**src/rtl/pc_gen.sv**
```systemverilog
// Fetch-stage PC generator: picks the next PC from exception, branch, jump or sequential sources,
// and buffers redirects that arrive during a fetch stall so they are applied on release.
module pc_gen #(
    parameter int              PC_W     = 7,
    parameter logic [PC_W-1:0] RESET_PC = '0,
    parameter int              STEP     = 1,
    parameter logic [PC_W-1:0] EXC_VEC  = 7'h78
) (
    input  logic            clk,
    input  logic            rst,
    input  logic            stall_f,
    input  logic            exc_en,
    input  logic            br_en,
    input  logic [PC_W-1:0] br_target,
    input  logic            jmp_en,
    input  logic [PC_W-1:0] jmp_target,
    output logic [PC_W-1:0] pcf,
    output logic [PC_W-1:0] pc_plus,
    output logic            pcf_valid,
    output logic            redir_taken,
    output logic            redir_pending
);

    typedef enum logic [1:0] {
        PRIO_NONE = 2'd0,
        PRIO_JMP  = 2'd1,
        PRIO_BR   = 2'd2,
        PRIO_EXC  = 2'd3
    } prio_t;

    localparam logic [PC_W-1:0] STEP_W = PC_W'(STEP);

    prio_t           live_prio;
    logic [PC_W-1:0] live_target;
    logic            take_live;

    prio_t           pend_prio, pend_prio_nxt;
    logic [PC_W-1:0] pend_target, pend_target_nxt;
    logic            pend_valid, pend_valid_nxt;
    logic [PC_W-1:0] pcf_nxt;
    logic            redir_taken_nxt;

    assign pc_plus       = pcf + STEP_W;
    assign redir_pending = pend_valid;

    always_comb begin
        live_prio   = PRIO_NONE;
        live_target = '0;
        if (exc_en) begin
            live_prio   = PRIO_EXC;
            live_target = EXC_VEC;
        end else if (br_en) begin
            live_prio   = PRIO_BR;
            live_target = br_target;
        end else if (jmp_en) begin
            live_prio   = PRIO_JMP;
            live_target = jmp_target;
        end
    end

    // An empty slot has prio NONE, so any live request wins against it; ties go to the newer request.
    assign take_live = (live_prio != PRIO_NONE) && (live_prio >= pend_prio);

    always_comb begin
        pcf_nxt         = pcf;
        redir_taken_nxt = 1'b0;
        pend_valid_nxt  = pend_valid;
        pend_target_nxt = pend_target;
        pend_prio_nxt   = pend_prio;

        if (stall_f) begin
            if (take_live) begin
                pend_valid_nxt  = 1'b1;
                pend_target_nxt = live_target;
                pend_prio_nxt   = live_prio;
            end
        end else begin
            if (take_live) begin
                pcf_nxt         = live_target;
                redir_taken_nxt = 1'b1;
            end else if (pend_valid) begin
                pcf_nxt         = pend_target;
                redir_taken_nxt = 1'b1;
            end else begin
                pcf_nxt = pc_plus;
            end
            pend_valid_nxt  = 1'b0;
            pend_target_nxt = '0;
            pend_prio_nxt   = PRIO_NONE;
        end
    end

    always_ff @(posedge clk or posedge rst) begin
        if (rst) begin
            pcf         <= RESET_PC;
            pcf_valid   <= 1'b0;
            redir_taken <= 1'b0;
            pend_valid  <= 1'b0;
            pend_target <= '0;
            pend_prio   <= PRIO_NONE;
        end else begin
            pcf         <= pcf_nxt;
            pcf_valid   <= 1'b1;
            redir_taken <= redir_taken_nxt;
            pend_valid  <= pend_valid_nxt;
            pend_target <= pend_target_nxt;
            pend_prio   <= pend_prio_nxt;
        end
    end

endmodule

```
**config.mk**
```make
export PLATFORM = sky130hd
export DESIGN_NAME = pc_gen
export DESIGN_NICKNAME = d
export VERILOG_FILES = /design/src/rtl/pc_gen.sv
export SDC_FILE = /design/constraint.sdc
export NUM_CORES = 1
export LEC_CHECK = 0
export CAP_MARGIN = 30
export CORE_ASPECT_RATIO = 1.1
export CORE_UTILIZATION = 45
export CTS_BUF_LIST = sky130_fd_sc_hd__clkbuf_16
export DETAILED_ROUTE_END_ITERATION = 12
export GPL_TIMING_DRIVEN = 0
export PLACE_DENSITY = 0.82
export SLEW_MARGIN = 40
export SYNTH_ARGS = -nofsm -noshare
export SYNTH_HDL_FRONTEND = slang
export SYNTH_SLANG_ARGS = --single-unit
```
**constraint.sdc**
```tcl
create_clock -name clk -period 1.9 [get_ports clk]
set_clock_uncertainty 0.05 [all_clocks]
set_input_delay 0.285 -clock clk [delete_from_list [all_inputs] [get_ports clk]]
set_output_delay 0.285 -clock clk [all_outputs]
set_load 0.05 [all_outputs]
```
==> metrics list <==
- Count of vias placed by the detailed router: around 1,100
- Cells along the critical path: ha_4 -> nand3_4 -> o21a_1 -> or2_4 -> buf_8
- The tree is rooted in a sky130_fd_sc_hd__clkbuf_16.
- The core region is around 2300 sq um.
* Class of the tightest hold or removal check: primary input to flip-flop
* Sum of net half-perimeters after detailed placement: 2.108 mm
- Nets: around 190
* H-tree lvl count: 1
- Max cap viols: 0
* Endpoint class of the critical path: output pin
- Total count of hold-check failures in the final report: 0
- The die is 55.19 microns tall.
* Data required, critical path: about 1.6 ns
* Xor/xnor share of the synthesized area: about 2.3%
- Count of fill cells added during filler insertion: 185
- In this run the number of cells on the critical path is 5.
- Post-Route Setup TNS: -0.003465 ns
- After global routing the overflow that remains totals 0.
* Setup repair after global routing missed its margin: yes
- After synthesis the cells add up to between 1000 and 1500 sq um.
* Min Tclk post-route: 1.903 ns
- Counting every instance in the synthesized netlist gives 121.
- Average detailed-routed wire length per instance: 15.20 microns
- The number of max-slew violations in the final report is 0.
- Pin placement for this block handled 37 I/O pins.
- Measured along the x axis, the die boundary spans 50.36 microns.
- Leading post-synthesis cells by instance count: sky130_fd_sc_hd__dfrtp_1, sky130_fd_sc_hd__nand2_1, sky130_fd_sc_hd__o21ai_1, sky130_fd_sc_hd__a21oi_1
* Site Rows: 18
- Violated checks: negative setup slack
* Area enclosed by the die boundary: about 2800 sq um
- EDFF count, synth: 0
- Once detail routing completed, the nets flagged for antenna violations numbered 0.
- After clock tree synthesis, the flow added hold-fix buffers numbering 0.
* Total DRC errors in the routed layout: 0
- Setup violations remaining at the end of the flow were counted as 1.
* Number of global-route vias before repair: 1,059
- Normalized max-slew margin: 53.00%
- Top cell type's share of synthesized area: 41.08%
- Once routing completed, OpenROAD measured the worst setup slack at -0.003465 ns.
- CTS saw 19 sinks.
- Run status: finished, violations left
- CP delay by family, top: flip-flops
- Static timing analysis puts the maximum clock frequency at 525.4 MHz.
- Ranking of synthesized cells by area: sky130_fd_sc_hd__dfrtp_1, sky130_fd_sc_hd__o21ai_1, sky130_fd_sc_hd__a21oi_1
* First-pass GRT wire length: approximately 4.8 mm
- From synthesis to final layout, the design area changed by 48.22%.
- Synth async-reset ratio: 100.0%
* Average cell area after synthesis: ~9.6 sq um
- The worst setup path is launched from a flip-flop.
- Drt total wl: just under 3 mm
- Syn. warnings: 0
- Summing the sequential cell areas from Yosys gives around two fifths of the chip area.
* Combined buffer and inverter count along the critical path: 1
- P_leak: between 0.0007 and 0.0008 uW
- Later-pin clock latency in the skew report: about 0.26 ns
* Post-synth top flop: sky130_fd_sc_hd__dfrtp_1
* Max stage delay on crit path: 0.43 ns
- The synthesized design contains 19 register bits.
- On the critical path, the stage with the largest delay is an instance of sky130_fd_sc_hd__dfrtp_2.
- The netlist uses 38 different library cells.
- During placement, the flow inserted port buffers numbering 34.
- Effective utilization at floorplan: 49.41%
- Summed over all instances, the cell type with the most area after synthesis is sky130_fd_sc_hd__dfrtp_1.
- The worst setup path is of the flip-flop to output pin kind.
* Multiplexer share of the synthesized area: between 2 and 3%
* Share of synthesized cell area in full adder, half adder and majority cells: 3.243%
- Tot GR Track Use: around a quarter
* Largest family of logic cells by synthesized area: compound AO/OA/AOI/OAI gates
- Routability-driven placement finished with a final weighted congestion of roughly 0.83.
- Clock-pin slew reported for the worst setup and hold paths after clock tree synthesis: about 0.050 ns
- The final critical path takes up 100.2% of the cycle.
- Deepest clock path buffer count: 2
- Entering global routing, the biggest net connects 20 pins.
- CP max FO: 5
- Length of the first detailed-routing pass in iterations: 5
* Post-Syn Nets: between 100 and 150
- Arrival time of data at the critical path endpoint: roughly 1.6 ns
* IR Drop Worst-Case VDD: about 0.83 mV
- Ratio of routed vias to standard cells: around 5.7
- The initial antenna violation count was 0.
* DR iter-0 viols: 17
- Dominant cell by count in the synthesized netlist: sky130_fd_sc_hd__dfrtp_1
- Pwr dens: roughly 1100 nW/um^2
* Hold path depth: 3
- Share of post-route cells with drive strength above 1: 26.54%
- Antenna diode count: 0
- Power comes to ~1900 uW.
* R2R depth: 6
* CTS buffer count: 3
* Area fraction in compound gates after synthesis: about 28%
- TritonCTS clock tree: yes
- Of the total synthesized cell area, the portion taken by AND, OR, NAND and NOR gates is around 17%.
- Worst-margin pin slew: slightly above 0.7 ns
## worst paths after layout
check	slack (ns)	end	startpoint
setup / recovery	-0.003	pc_plus[6]	pcf[0]$_DFFE_PP0N_
hold / removal	0.36	pend_prio[0]$_DFFE_PP0P_	br_en
setup reg to reg	0.21	pcf[2]$_DFFE_PP0N_	pend_prio[0]$_DFFE_PP0P_
hold reg to reg	0.48	pend_prio[0]$_DFFE_PP0P_	pend_prio[0]$_DFFE_PP0P_
max in group asynchronous	0.91	pcf[0]$_DFFE_PP0N_	rst
min in group asynchronous	0.40	pend_target[6]$_DFFE_PP0P_	rst
## registers in the layout (all words and copies together) (netlist names)
signal         cells
pend_prio          2
redir_pending      1
pend_target        7
pcf_valid          1
pcf                7
redir_taken        1
## report_power, final
group	leakage, uW	internal [uW]	total (uW)	switching, uW
combinational	0.000449	335	884	550
sequential	0.000233	467	544	76.7
clock	0.0000423	280	435	154
total	0.000724	1080	1860	781
## layer usage
metal | global-route usage [%] | share of wire (%) | vias up
met3 | 1.639 | 5.6 | 7
met1 | 27.37 | 41 | 512
met4 | 12.50 | 2.4 | 0
met2 | 46.00 | 51 | 48
met5 | 0 | 0 | -
li1 | - | - | 525
## metrics by stage
stage	instance area, sq um	hold slack (ns)	instances	worst slack [ns]	util (%)
floorplan	1206	0.1859	121	0.02365	-
global placement	1584	0.4720	185	-0.6839	67.63
detailed placement	1584	0.4781	185	-0.7400	67.63
CTS	1714	0.3521	191	-0.06888	73.18
global route	1715	0.3900	192	-0.04679	73.24
finish	1715	0.3558	192	-0.003465	73.24
## cell families after synthesis
kind of cell    Yosys count
compound gates           44
simple gates             36
flops                    19
buf+inv                  12
fa+ha+maj                 3
xor+xnor                  3
mux                       3
other cells               1
## worst register-to-register path: cells and delay by family (launching register included)
kind            cells  cell delay, ns
simple gates        1            0.16
fa+ha+maj           1            0.29
flops               1            0.38
compound gates      3            0.57
buf+inv             1            0.16
## repair_timing
item,in CTS,in global routing
pin swaps,4,5
buffers inserted,1,1
cloned,1,0
hold endpoints to repair,0,0
setup endpoints to repair,26,18
gates resized for setup,32,9
## area by class of cell
class	count	area [sq um]	share of cell area (%)
buffer	8	61.31	3.574
clock buffer	3	75.07	4.376
clock inverter	1	3.754	0.2188
inverter	4	15.01	0.8753
multi-input combinational	90	698.2	40.70
sequential	19	480.5	28.01
tap	30	37.54	2.188
timing repair buffer	37	344.1	20.06
## layout by cell type (no fill, tap or decap), types with 4 or more instances in the layout
| cell type | count |
|---|---|
| sky130_fd_sc_hd__a221o_2 | 4 |
| sky130_fd_sc_hd__clkdlybuf4s50_1 | 25 |
| sky130_fd_sc_hd__nand2_1 | 12 |
| sky130_fd_sc_hd__dfrtp_1 | 15 |
| sky130_fd_sc_hd__o21ai_1 | 10 |
| sky130_fd_sc_hd__inv_1 | 5 |
| sky130_fd_sc_hd__a21oi_1 | 9 |
| sky130_fd_sc_hd__dfrtp_2 | 4 |
| sky130_fd_sc_hd__nor2_1 | 4 |
| sky130_fd_sc_hd__buf_2 | 5 |
| sky130_fd_sc_hd__o221ai_1 | 4 |
| sky130_fd_sc_hd__o21a_1 | 4 |
| sky130_fd_sc_hd__buf_6 | 4 |
No activity file was read; power rests on OpenSTA's default activity.
